==> src/rtl/shift_right_seq_16b.sv <==
// Multi-cycle right shifter: logical or arithmetic shift of a WIDTH-bit
// operand by 0..2^AMT_W-1 places, one place per clock, behind a
// start/busy/done handshake. Also reports the last bit shifted out.
module shift_right_seq_16b #(
    parameter int WIDTH = 16,
    parameter int AMT_W = 4
) (
    input  logic             CLK,
    input  logic             Reset_n,
    input  logic             start,
    input  logic [WIDTH-1:0] in,
    input  logic [AMT_W-1:0] amt,
    input  logic             arith,
    output logic             busy,
    output logic             done,
    output logic [WIDTH-1:0] out,
    output logic             cout
);

    typedef enum logic {
        IDLE  = 1'b0,
        SHIFT = 1'b1
    } state_e;

    state_e             state_q, state_d;
    logic [WIDTH-1:0]   data_q,  data_d;
    logic [AMT_W-1:0]   cnt_q,   cnt_d;
    logic               mode_q,  mode_d;
    logic               c_q,     c_d;
    logic               busy_q,  busy_d;
    logic               done_q,  done_d;
    logic [WIDTH-1:0]   out_q,   out_d;
    logic               cout_q,  cout_d;

    // Next-state logic: capture on start, shift while cnt != 0, publish at cnt == 0.
    always_comb begin
        // NOTE: every signal gets a default before the case so no path leaves
        // it unassigned; an unassigned path in always_comb infers a latch.
        state_d = state_q;
        data_d  = data_q;
        cnt_d   = cnt_q;
        mode_d  = mode_q;
        c_d     = c_q;
        busy_d  = busy_q;
        done_d  = 1'b0;   // done is a single-cycle pulse
        out_d   = out_q;
        cout_d  = cout_q;

        case (state_q)
            IDLE: begin
                if (start) begin
                    data_d  = in;
                    cnt_d   = amt;
                    mode_d  = arith;
                    c_d     = 1'b0;
                    busy_d  = 1'b1;
                    state_d = SHIFT;
                end
            end
            SHIFT: begin
                if (cnt_q != '0) begin
                    // Fill bit is the current MSB for arithmetic mode, which
                    // keeps replicating the captured sign bit on every step.
                    data_d = {mode_q & data_q[WIDTH-1], data_q[WIDTH-1:1]};
                    c_d    = data_q[0];
                    cnt_d  = cnt_q - AMT_W'(1);
                end else begin
                    out_d   = data_q;
                    cout_d  = c_q;
                    done_d  = 1'b1;
                    busy_d  = 1'b0;
                    state_d = IDLE;
                end
            end
            default: begin
                state_d = IDLE;
            end
        endcase
    end

    // State and datapath registers; reset aborts any in-flight shift.
    always_ff @(posedge CLK or negedge Reset_n) begin
        if (!Reset_n) begin
            state_q <= IDLE;
            data_q  <= '0;
            cnt_q   <= '0;
            mode_q  <= 1'b0;
            c_q     <= 1'b0;
            busy_q  <= 1'b0;
            done_q  <= 1'b0;
            out_q   <= '0;
            cout_q  <= 1'b0;
        end else begin
            // NOTE: non-blocking assignments so all registers update from the
            // same pre-edge values, independent of statement order.
            state_q <= state_d;
            data_q  <= data_d;
            cnt_q   <= cnt_d;
            mode_q  <= mode_d;
            c_q     <= c_d;
            busy_q  <= busy_d;
            done_q  <= done_d;
            out_q   <= out_d;
            cout_q  <= cout_d;
        end
    end

    assign busy = busy_q;
    assign done = done_q;
    assign out  = out_q;
    assign cout = cout_q;

endmodule

==> config.mk <==
export PLATFORM = sky130hd
export DESIGN_NAME = shift_right_seq_16b
export DESIGN_NICKNAME = d
export VERILOG_FILES = /design/src/rtl/shift_right_seq_16b.sv
export SDC_FILE = /design/constraint.sdc
export NUM_CORES = 1
export LEC_CHECK = 0
export BUFFER_PORTS_ARGS = -buffer_cell sky130_fd_sc_hd__clkbuf_2
export CORE_MARGIN = 2
export CORE_UTILIZATION = 48
export DETAILED_ROUTE_END_ITERATION = 8
export GPL_TIMING_DRIVEN = 0
export PLACE_DENSITY = 0.75
export SYNTH_ARGS = -nofsm -noshare
export SYNTH_HDL_FRONTEND = slang
export SYNTH_SLANG_ARGS = --single-unit
==> constraint.sdc <==
create_clock -name CLK -period 1.6 [get_ports CLK]
set_clock_uncertainty 0.05 [all_clocks]
set_input_delay 0.32 -clock CLK [delete_from_list [all_inputs] [get_ports CLK]]
set_output_delay 0.32 -clock CLK [all_outputs]
set_load 0.05 [all_outputs]
# Yosys cells after proc, flatten, opt, wreduce, memory -nomap -nowiden
# Cells that the tools add are included.
# Widths: inputs -> output; s select.
word_totals:
  ff_bits: 42
  input_bits: 24
  out_inout_bits: 19
  wordCells: 38
classes:
  add_sub_neg: 1
  n_eq_ne: 3
  n_mux: 17
  bitwise_logic: 3
  n_reduce_logical: 5
op_table:
  columns: ["cell", "count"]
  rows:
  - ["$mux 16", 2]
  - ["$pmux 16 s2", 1]
  - ["$mux 1", 8]
  - ["$mux 4", 2]
  - ["$pmux 4 s2", 1]
  - ["$reduce_and 2->1", 4]
  - ["$pmux 1 s2", 3]
  - ["$ne 2x2->1 const B", 2]
  - ["$reduce_bool 4->1", 1]
  - ["$sub 4x1->4 const B", 1]
  - ["$ne 2x1->1 const B", 1]
  - ["$not 1->1", 2]
  - ["$and 1x1->1", 1]

# Depth between registers and ports, before layout
# Gate-level depths: netlist of run 1.
logic_depth:
  word_depth: 3
  ltp_mapped: 6
  depth_no_buf: 5

# Worst setup path after synthesis of run 1
# Ideal clock, no wire load.
synth_timing:
  path_kind: "register -> register"
  start: "register cnt_q[0]"
  end: "register data_q[2]"
  setup_ps: 125
  arrival_ps: 1463
  required_ps: 1425
  slack_ps: -38
  stages_incl_launch_ff: 7
  path_buffers: 1
  period_less_slack_ps: 1638
  cell_sequence: "dfrtp_1 > inv_1 > ha_1 > and4bb_4 > nor2_8 > buf_6 > mux2_4"
synth_between:
  elab_chain_cells: 3
synth_rtl:
  columns: ["item", "line", "text"]
  rows:
  - ["start: declaration", "27", "logic [AMT_W-1:0] cnt_q, cnt_d;"]
  - ["start signal: assignment", "98", "cnt_q <= cnt_d;"]
  - ["$reduce_bool 4->1", "61", "if (cnt_q != '0) begin"]
  - ["$ne 2x1->1 (no source line)", null, null]
  - ["$reduce_and 2->1 (no source line)", null, null]
  - ["end signal: assignment", "97", "data_q <= data_d;"]
  - ["end: declaration", "26", "logic [WIDTH-1:0] data_q, data_d;"]
# No other way between the ends.
# A chain may end at the register's enable or synchronous reset.

# Worst setup path in the final report of run 1
layout_timing:
  start: "register cnt_q[0]"
  end: "register out_q[12], in the netlist out[12]"
layout_between:
  elab_chain_cells: 3
layout_rtl:
  columns: ["item", "line", "text"]
  rows:
  - ["$reduce_bool 4->1", "61", null]
  - ["$not 1->1 (no source line)", null, null]
  - ["$reduce_and 2->1 (no source line)", null, null]
  - ["end signal: assignment", "103", "out_q <= out_d;"]
  - ["end: declaration", "32", "logic [WIDTH-1:0] out_q, out_d;"]
# No other way between the ends.

==> results.md, run 1 <==
* RSZ-0062 raised after global routing: yes
* Library cells used by synthesis at 27
* Worst reg2reg setup slack at -0.01 ns
* Count of final hold-check violations at 0
* Worst r2r src: cnt_q[0]
* Largest net degree at the start of global routing at 43
* Kind of critical path: reg2reg
* Clock latency on the worst-skew pair at 0.28 ns
* Die H at 66.7 um
* Lkg Pwr at 1.24 nW
* # rows at 22
* I/O Buffers at 42
* Core area at 3720 um^2
* Final net count at 210
* Slew margin rel. at 33.0%
* Fillcell total at 283
* Die X at 66.7 um
* Setup violators final at 13
* Initial antenna violation count at 0
* CTS tree: built
* Minimum clock period at 1.61 ns
* CP Capture Type: flop
* Inserted Clock Buffers at 5
* Flops & latches, synth at 42
* Die area at 4450 um^2
* Initial Util at 50.8%
* Final HPWL DP at 2.41 mm
* Pwr Density at 2440 nW/um^2
* Synth warn at 0
* Post-Route WL at 3.61 mm
* Final Cycle Share at 101%
* Drt wl/cell at 15.5 um
* Synth area leaders: dfrtp_1 (56%), mux2_2 (24%), mux2_4 (5.6%), mux2i_1 (2.1%), buf_4 (1.2%)
* Hold Crit Class: in2async
* Clock sink count at 42
* Pre-CTS setup slack at -0.124 ns
* Total power at 5.89 mW
* Status: finished, violations left
* Post-synth top area share at 55.7%
* Area delta synth->final at 28.1%
* N_diodes at 0
* Most frequent cells in the layout: clkbuf_2 (43), dfrtp_1 (42), mux2_4 (25), mux2_2 (23), buf_4 (7)
* Reg2Reg Depth at 5
* Vias per inst at 5.15
* I/O pins at 43
* Pins Over Slew Limit at 0
* Critical Path RT at 1.72 ns
* Clock slew at reported path FFs at 0.07 ns
* Pre-antenna DRT Iters at 4
* Hold WS at 0.146 ns
* Crit path launch type: flop
* H-tree lvl count at 2
* R2r endpoint: out[12]
* Leading area contributor after synthesis: dfrtp_1
* Root buffer cell: clkbuf_8
* Syn Nets at 153
* Critical Path AT at 1.73 ns
* Failing checks: negative setup slack
* Post-DRT Antenna Nets at 0
* Via count at 1,201
* Post-route setup slack at -0.0128 ns
* First-pass GRT wire length at 5.90 mm
* Total GRT Usage at 18.3%
* DRC Markers at 0
* Syn_area_per_cell at 14.7 um^2
* RD Place Congestion at 0.753
* Sequential share of the synthesized area at 55.7%
* Max cap viols at 0
* Setup_tns at -0.106 ns
* Fmax at 620 MHz
* Initial DRC count at 30
* Netlist Area Pre-Place at 1890 um^2
* GRT overflow at 0
* Most common cell after layout, fill and taps aside: clkbuf_2
* Max rail drop VDD at 1.14 mV
* Final core utilization at 65.1%
* Max Buffers Root-to-Sink at 2
* Number of global-route vias before repair at 1,231
* Hold_buf cts at 0
* Worst Max-Slew Pin Slew at 1.01 ns
* CP max FO at 10
* Syn Inst Count at 128
* Share of cells above drive strength 1 at 62.2%
worst max path at each step:
stage	endpoint	slack [ns]	start	depth (start not counted)
floorplan	cout	0.006	cnt_q[0]	5
global placement	data_q[5]	-0.11	cnt_q[0]	6
detailed placement	data_q[8]	-0.12	cnt_q[0]	6
CTS	data_q[3]	-0.008	cnt_q[1]	6
global route	data_q[2]	-0.06	cnt_q[0]	6
finish	out[12]	-0.01	cnt_q[0]	5
area by class of cell:
class	instances	area (um^2)	area share (%)
multi-input cells	76	858	35.5
well taps	48	60.1	2.48
inverters	4	15.0	0.621
repair buffers	50	287	11.9
flip-flops and latches	42	1050	43.5
clock buffers	7	76.3	3.16
plain buffers	6	70.1	2.90
logic make-up (layout without fill, tap and decap cells):
| logic type | count (synthesis) | in the layout | share of synthesized area (%) |
|---|---|---|---|
| DFF | 42 | 42 | 55.7 |
| adders and majority gates | 1 | 1 | 0.663 |
| muxes | 52 | 52 | 32.2 |
| and+or+nand+nor | 15 | 15 | 5.70 |
| AOI/OAI and AO/OA | 8 | 8 | 2.72 |
| buffers and inverters | 10 | 67 | 3.05 |
power breakdown:
group | leakage (nW) | switching, mW | total [mW] | internal [mW]
clock network | 0.0383 | 0.322 | 0.622 | 0.300
registers | 0.521 | 0.320 | 1.89 | 1.57
logic | 0.679 | 1.69 | 3.37 | 1.69
total | 1.24 | 2.33 | 5.89 | 3.56
per-stage QoR:
step | std cells | cell area [um^2]
after detailed placement | 218 | 2160
final | 233 | 2420
after CTS | 230 | 2320
after global routing | 233 | 2420
after floorplan | 128 | 1890
after global placement | 218 | 2160
per-layer routing:
layer / global-route usage [%] / share of wire [%]
met2: 28.5 / 49
met1: 24.1 / 45
met5: 0 / 0
met4: 9.18 / 2.8
met3: 3.89 / 3.2
state kept, by name, summed over array words and instances (netlist names):
name and flops:
mode_q 1, busy 1, cnt_q 4, c_q 1, cout 1, out 16, done 1, state_q 1
data_q 16
Yosys cell counts (all sizes together):
cell type / n
a31oi: 1
nand2: 3
o21ai: 2
dfrtp: 42
a211oi: 1
or4b: 1
ha: 1
or3: 1
a22oi: 1
nand3: 2
a21oi: 1
buf: 5
nand3b: 1
o22ai: 1
nor2b: 2
inv: 4
o311ai: 1
and4bb: 1
mux2: 48
mux2i: 4
clkbuf: 1
nor2: 4
critical path, cell delays in order, from the launching register on:
cell	delay, ns
dfrtp_1	0.40
inv_2	0.08
ha_4	0.12
and4bb_4	0.32
buf_8	0.18
mux2_2	0.34
timing repair:
item	CTS	global route
pin swaps	2	1
gates cloned	0	0
setup buffers	5	3
resized for setup	10	20
endpoints found under the setup margin	26	32
(Power assumes the default switching activity.)
==> run 2, diff against run 1 <==
--- a/config.mk
+++ b/config.mk
@@ -10,7 +10,7 @@
 export CORE_UTILIZATION = 48
 export DETAILED_ROUTE_END_ITERATION = 8
 export GPL_TIMING_DRIVEN = 0
-export PLACE_DENSITY = 0.75
+export PLACE_DENSITY_LB_ADDON = 0.25
 export SYNTH_ARGS = -nofsm -noshare
 export SYNTH_HDL_FRONTEND = slang
 export SYNTH_SLANG_ARGS = --single-unit
==> results.md, run 2 (synthesis gave the netlist of run 1 again) <==
* Lkg Pwr at 1.23 nW (-0.61%)
* GRT overflow at 0 (unchanged)
* Vias per inst at 5.28 (+2.5%)
* Via count at 1,241 (+3.3%)
* Initial antenna violation count at 0 (unchanged)
* CP max FO at 5 (-5)
* Minimum clock period at 1.62 ns (+0.00265 ns)
* H-tree lvl count at 2 (unchanged)
* Max cap viols at 0 (unchanged)
* Pre-CTS setup slack at -0.147 ns (-0.0224 ns)
* CP Capture Type: flop
* Fmax at 619 MHz (-0.16%)
* Die area at 4450 um^2 (unchanged)
* Clock latency on the worst-skew pair at 0.29 ns (about the same)
* Inserted Clock Buffers at 5 (unchanged)
* Total GRT Usage at 19.0% (+0.73 points)
* Status: finished, violations left
* Clock network power share at 11.8% (+1.2 points)
* I/O pins at 43 (unchanged)
* Clock sink count at 42 (unchanged)
* First-pass GRT wire length at 6.22 mm (+5.4%)
* Slew margin rel. at 31.2% (-1.8 points)
* N_diodes at 0 (unchanged)
* Internal Power at 3.56 mW (about the same)
* DRC Markers at 0 (unchanged)
* Initial Util at 50.8% (unchanged)
* Fillcell total at 282 (-0.35%)
* Die X at 66.7 um (unchanged)
* RSZ-0062 raised after global routing: yes
* Reg2Reg Depth at 6 (+1)
* Final HPWL DP at 2.49 mm (+3.5%)
* Max rail drop VDD at 1.07 mV (-5.6%)
* Die H at 66.7 um (unchanged)
* Area of the multi-input gates at 828 um^2 (-3.5%)
* Setup violators final at 16 (+3)
* Worst reg2reg setup slack at -0.02 ns (about the same)
* Pwr Density at 2450 nW/um^2 (+0.68%)
* Worst r2r src: cnt_q[1]
* Kind of critical path: reg2reg
* Pre-antenna DRT Iters at 4 (unchanged)
* Final net count at 211 (+0.48%)
* Sw power at 2.39 mW (+2.4%)
* Clock slew at reported path FFs at 0.08 ns (about the same)
* Share of cells above drive strength 1 at 63.6% (+1.5 points)
* Core area at 3720 um^2 (unchanged)
* CTS tree: built
* Max Buffers Root-to-Sink at 2 (unchanged)
* Crit path launch type: flop
* Seq pwr share at 31.7% (-0.4 points)
* Critical Path AT at 1.74 ns (about the same)
* Count of final hold-check violations at 0 (unchanged)
* Worst Max-Slew Pin Slew at 1.03 ns (+0.0272 ns)
* Number of global-route vias before repair at 1,314 (+6.7%)
* Initial DRC count at 64 (+110%)
* Total power at 5.95 mW (+1.0%)
* Net Sw Frac at 40.1% (+0.57 points)
* Failing checks: negative setup slack
* Final core utilization at 65.3% (+0.20 points)
* Critical Path RT at 1.72 ns (about the same)
* Post-Route WL at 3.85 mm (+6.9%)
* Root buffer cell: clkbuf_8
* Final Cycle Share at 101% (+0.17 points)
* Pins Over Slew Limit at 0 (unchanged)
* Logic pwr share at 56.5% (-0.8 points)
* Most common cell after layout, fill and taps aside: clkbuf_2
* Hold Crit Class: in2async
* Seq. cell area at 1050 um^2 (unchanged)
* # rows at 22 (unchanged)
* Drt wl/cell at 16.4 um (+6.0%)
* I/O Buffers at 42 (unchanged)
* Most frequent cells in the layout: clkbuf_2 (43), dfrtp_1 (42), mux2_2 (31), mux2_4 (17), buf_4 (8)
* Largest net degree at the start of global routing at 43 (unchanged)
* Post-route setup slack at -0.0155 ns (-0.00265 ns)
* R2r endpoint: data_q[2]
* Post-DRT Antenna Nets at 0 (unchanged)
* RD Place Congestion at 0.719 (-4.6%)
* Area delta synth->final at 28.5%
* Hold_buf cts at 0 (unchanged)
[run 2: worst max path at each step]
stage | slack (ns) | from | end
floorplan | 0.006 | cnt_q[0] | cout
detailed placement | -0.15 | cnt_q[0] | data_q[2]
global placement | -0.11 | cnt_q[0] | data_q[6]
CTS | 0.005 | cnt_q[1] | data_q[6]
global route | -0.07 | cnt_q[0] | data_q[9]
finish | -0.02 | cnt_q[1] | data_q[2]
[run 2: what timing repair did]
item                                   in CTS  in global routing
gates resized for setup                     9                 11
buffers inserted                            5                  3
pin swaps                                   2                  1
gates cloned                                0                  1
setup endpoints to repair                  26                 33
endpoints found under the hold margin       0                  0
[run 2: routing by layer]
layer	global-route usage, %	vias to the layer above	part of all wire (%)
met2	31.6	37	50
met5	0	-	0
met3	3.89	5	4.5
met4	7.65	0	1.1
li1	-	569	-
met1	24.2	630	44
[run 2: metrics by stage]
step	hold WS [ns]	instances	area [um^2]	setup TNS [ns]
6_report	0.152	235	2420	-0.137
5_1_grt	0.212	235	2420	-1.73
4_1_cts	0.192	231	2340	0
3_5_place_dp	0.445	218	2160	-3.01
3_3_place_gp	0.427	218	2160	-2.34
2_1_floorplan	-0.0256	128	1890	0
[run 2: worst max-delay path, stage by stage (launching register included)]
cell	delay, ns
dfrtp_1	0.39
inv_2	0.08
ha_4	0.14
and4bb_4	0.33
nor2_8	0.06
buf_12	0.15
mux2_4	0.30
[run 2: final cells by class]
type,instances,area share [%]
well taps,48,2.48
repair buffers,51,12.7
plain buffers,6,2.79
inverters,4,0.619
flip-flops and latches,42,43.3
clock buffers,6,3.41
multi-input cells,76,34.2
clock inverters,2,0.516
[run 2: power by group through the flow]
stage               registers [mW]  logic (mW)  clock network [mW]
finish                        1.89        3.36               0.702
global placement              1.86        2.79                   0
global route                  1.96        3.56               0.777
detailed placement            1.90        2.88                   0
floorplan                     2.55        1.59                   0
CTS                           1.88        3.10               0.721
==> run 3, diff against run 2 <==
--- a/config.mk
+++ b/config.mk
@@ -7,7 +7,7 @@
 export LEC_CHECK = 0
 export BUFFER_PORTS_ARGS = -buffer_cell sky130_fd_sc_hd__clkbuf_2
 export CORE_MARGIN = 2
-export CORE_UTILIZATION = 48
+export CORE_UTILIZATION = 53
 export DETAILED_ROUTE_END_ITERATION = 8
 export GPL_TIMING_DRIVEN = 0
 export PLACE_DENSITY_LB_ADDON = 0.25
==> constraint.sdc (replaced) <==
create_clock -name CLK -period 1.8 [get_ports CLK]
set_clock_uncertainty 0.05 [all_clocks]
set_input_delay 0.36 -clock CLK [delete_from_list [all_inputs] [get_ports CLK]]
set_output_delay 0.36 -clock CLK [all_outputs]
set_load 0.05 [all_outputs]
==> results.md, run 3 (synthesis gave the netlist of run 1 again) <==
* Status: finished clean
* I/O Buffers at 42 (unchanged)
* Sw power at 1.98 mW (-17%)
* Net Sw Frac at 41.8% (+1.7 points)
* # rows at 21 (-4.5%)
* Pre-antenna DRT Iters at 4 (unchanged)
* Crit path launch type: flop
* Die area at 4050 um^2 (-8.9%)
* Final HPWL DP at 2.35 mm (-5.7%)
* Fmax at 575 MHz (-7.1%)
* Lkg Pwr at 1.13 nW (-8.4%)
* Most frequent cells in the layout: dfrtp_1 (42), clkbuf_2 (42), mux2_2 (41), mux2_4 (7), clkbuf_4 (5)
* Post-Route WL at 3.33 mm (-14%)
* Clock sink count at 42 (unchanged)
* Root buffer cell: clkbuf_4
* Post-DRT Antenna Nets at 0 (unchanged)
* Max Buffers Root-to-Sink at 2 (unchanged)
* Critical Path AT at 1.93 ns (+0.19 ns)
* Initial Util at 55.7% (+4.9 points)
* Hold Crit Class: in2async
* Setup violators final at 0 (-16)
* Clock slew at reported path FFs at 0.12 ns (+0.04 ns)
* Die X at 63.7 um (-4.5%)
* Core area at 3390 um^2 (-8.8%)
* Initial antenna violation count at 0 (unchanged)
* RSZ-0062 raised after global routing: no
* Final Non-Filler Cells at 225 (-4.3%)
* Via count at 1,165 (-6.1%)
* Number of global-route vias before repair at 1,232 (-6.2%)
* Clock latency on the worst-skew pair at 0.35 ns (+0.06 ns)
* CP Capture Type: flop
* I/O pins at 43 (unchanged)
* Vias per inst at 5.18 (-2.0%)
* Max cap viols at 0 (unchanged)
* Slew margin rel. at 32.5% (+1.3 points)
* Die H at 63.7 um (-4.5%)
* Setup_tns at 0 ns (+0.137 ns)
* GRT overflow at 0 (unchanged)
* Share of cells above drive strength 1 at 60.3% (-3.3 points)
* Inserted Clock Buffers at 5 (unchanged)
* CP max FO at 10 (+5)
* Area delta synth->final at 19.2%
* Worst Max-Slew Pin Slew at 1.01 ns (-0.0197 ns)
* Final Cycle Share at 96.6% (-4.4 points)
* H-tree lvl count at 2 (unchanged)
* Critical Path RT at 1.99 ns (+0.27 ns)
* Clock network power share at 10.4% (-1.4 points)
* Pins Over Slew Limit at 0 (unchanged)
* Max rail drop VDD at 0.902 mV (-16%)
* Seq pwr share at 34.9% (+3.2 points)
* Drt wl/cell at 14.8 um (-9.7%)
* N_diodes at 0 (unchanged)
* RD Place Congestion at 0.805 (+12%)
* DRC Markers at 0 (unchanged)
* Logic pwr share at 54.7% (-1.8 points)
* Largest net degree at the start of global routing at 43 (unchanged)
* Total GRT Usage at 18.9% (-0.10 points)
* CTS tree: built
* Count of final hold-check violations at 0 (unchanged)
* Pwr Density at 2100 nW/um^2 (-14%)
* Internal Power at 2.75 mW (-23%)
* Minimum clock period at 1.74 ns (+0.123 ns)
* Inst Count DP at 216 (-0.92%)
* Final net count at 203 (-3.8%)
* First-pass GRT wire length at 5.82 mm (-6.3%)
* Initial DRC count at 114 (+78%)
* Kind of critical path: reg2reg
## run 3: cell types whose count changed in the layout (fill, tap and decap cells not counted), sizes merged
cell	previous run	this run
buf	13	6
clkbuf	50	49
## run 3: worst paths after layout
| path | startpoint | to | slack [ns] | depth (start not counted) |
|---|---|---|---|---|
| setup / recovery | cnt_q[0] | data_q[6] | 0.06 | 6 |
| hold / removal | Reset_n | cnt_q[2] | 0.11 | 1 |
| setup reg to reg | cnt_q[0] | data_q[6] | 0.06 | 6 |
| hold reg to reg | out[7] | out[7] | 0.47 | 1 |
| max in group asynchronous | Reset_n | data_q[8] | 0.96 | 1 |
| min in group CLK | arith | mode_q | 0.19 | 2 |
## run 3: critical path: stages (launching register included)
cell and delay (ns):
dfrtp_1 0.39, inv_1 0.14, ha_4 0.18, and4bb_4 0.32, nor2_8 0.07, buf_8 0.17
mux2_4 0.30
## run 3: stage by stage
| stage | power (mW) | setup slack [ns] | utilization [%] | hold slack, ns | area (um^2) |
|---|---|---|---|---|---|
| floorplan | 3.68 | 0.162 | - | 0.0144 | 1890 |
| global placement | 4.12 | 0.0305 | 63.6 | 0.429 | 2150 |
| detailed placement | 4.21 | 0.000623 | 63.6 | 0.445 | 2150 |
| CTS | 4.72 | 0.00503 | 65.6 | 0.135 | 2220 |
| global route | 5.05 | 0.00920 | 66.4 | 0.183 | 2250 |
| finish | 4.73 | 0.0620 | 66.4 | 0.109 | 2250 |
## run 3: power by group through the flow
stage	registers, mW	logic (mW)	clock network [mW]
after floorplan	2.27	1.41	0
after global placement	1.65	2.47	0
after detailed placement	1.67	2.54	0
after CTS	1.65	2.56	0.503
after global routing	1.71	2.78	0.551
final	1.65	2.59	0.491
## run 3: cell type report
type	instances	area, um^2
tap	46	57.6
timing repair buffer	43	218
buffer	6	53.8
sequential	42	1050
inverter	4	15.0
clock inverter	2	12.5
multi-input combinational	76	791
fill	277	1140
clock buffer	6	51.3
## run 3: timing repair
item / in CTS / in global routing
resized for setup: 1 / 4
setup endpoints to repair: 7 / 23
cloned: 0 / 0
hold buffers: 0 / 0
pin swaps: 1 / 0
buffers inserted: 0 / 1
## run 3: per-layer routing
layer / track usage, % / share of wire [%]
met3: 6.79 / 5.7
met1: 24.5 / 45
met5: 0 / 0
met4: 7.34 / 2.1
met2: 28.9 / 47
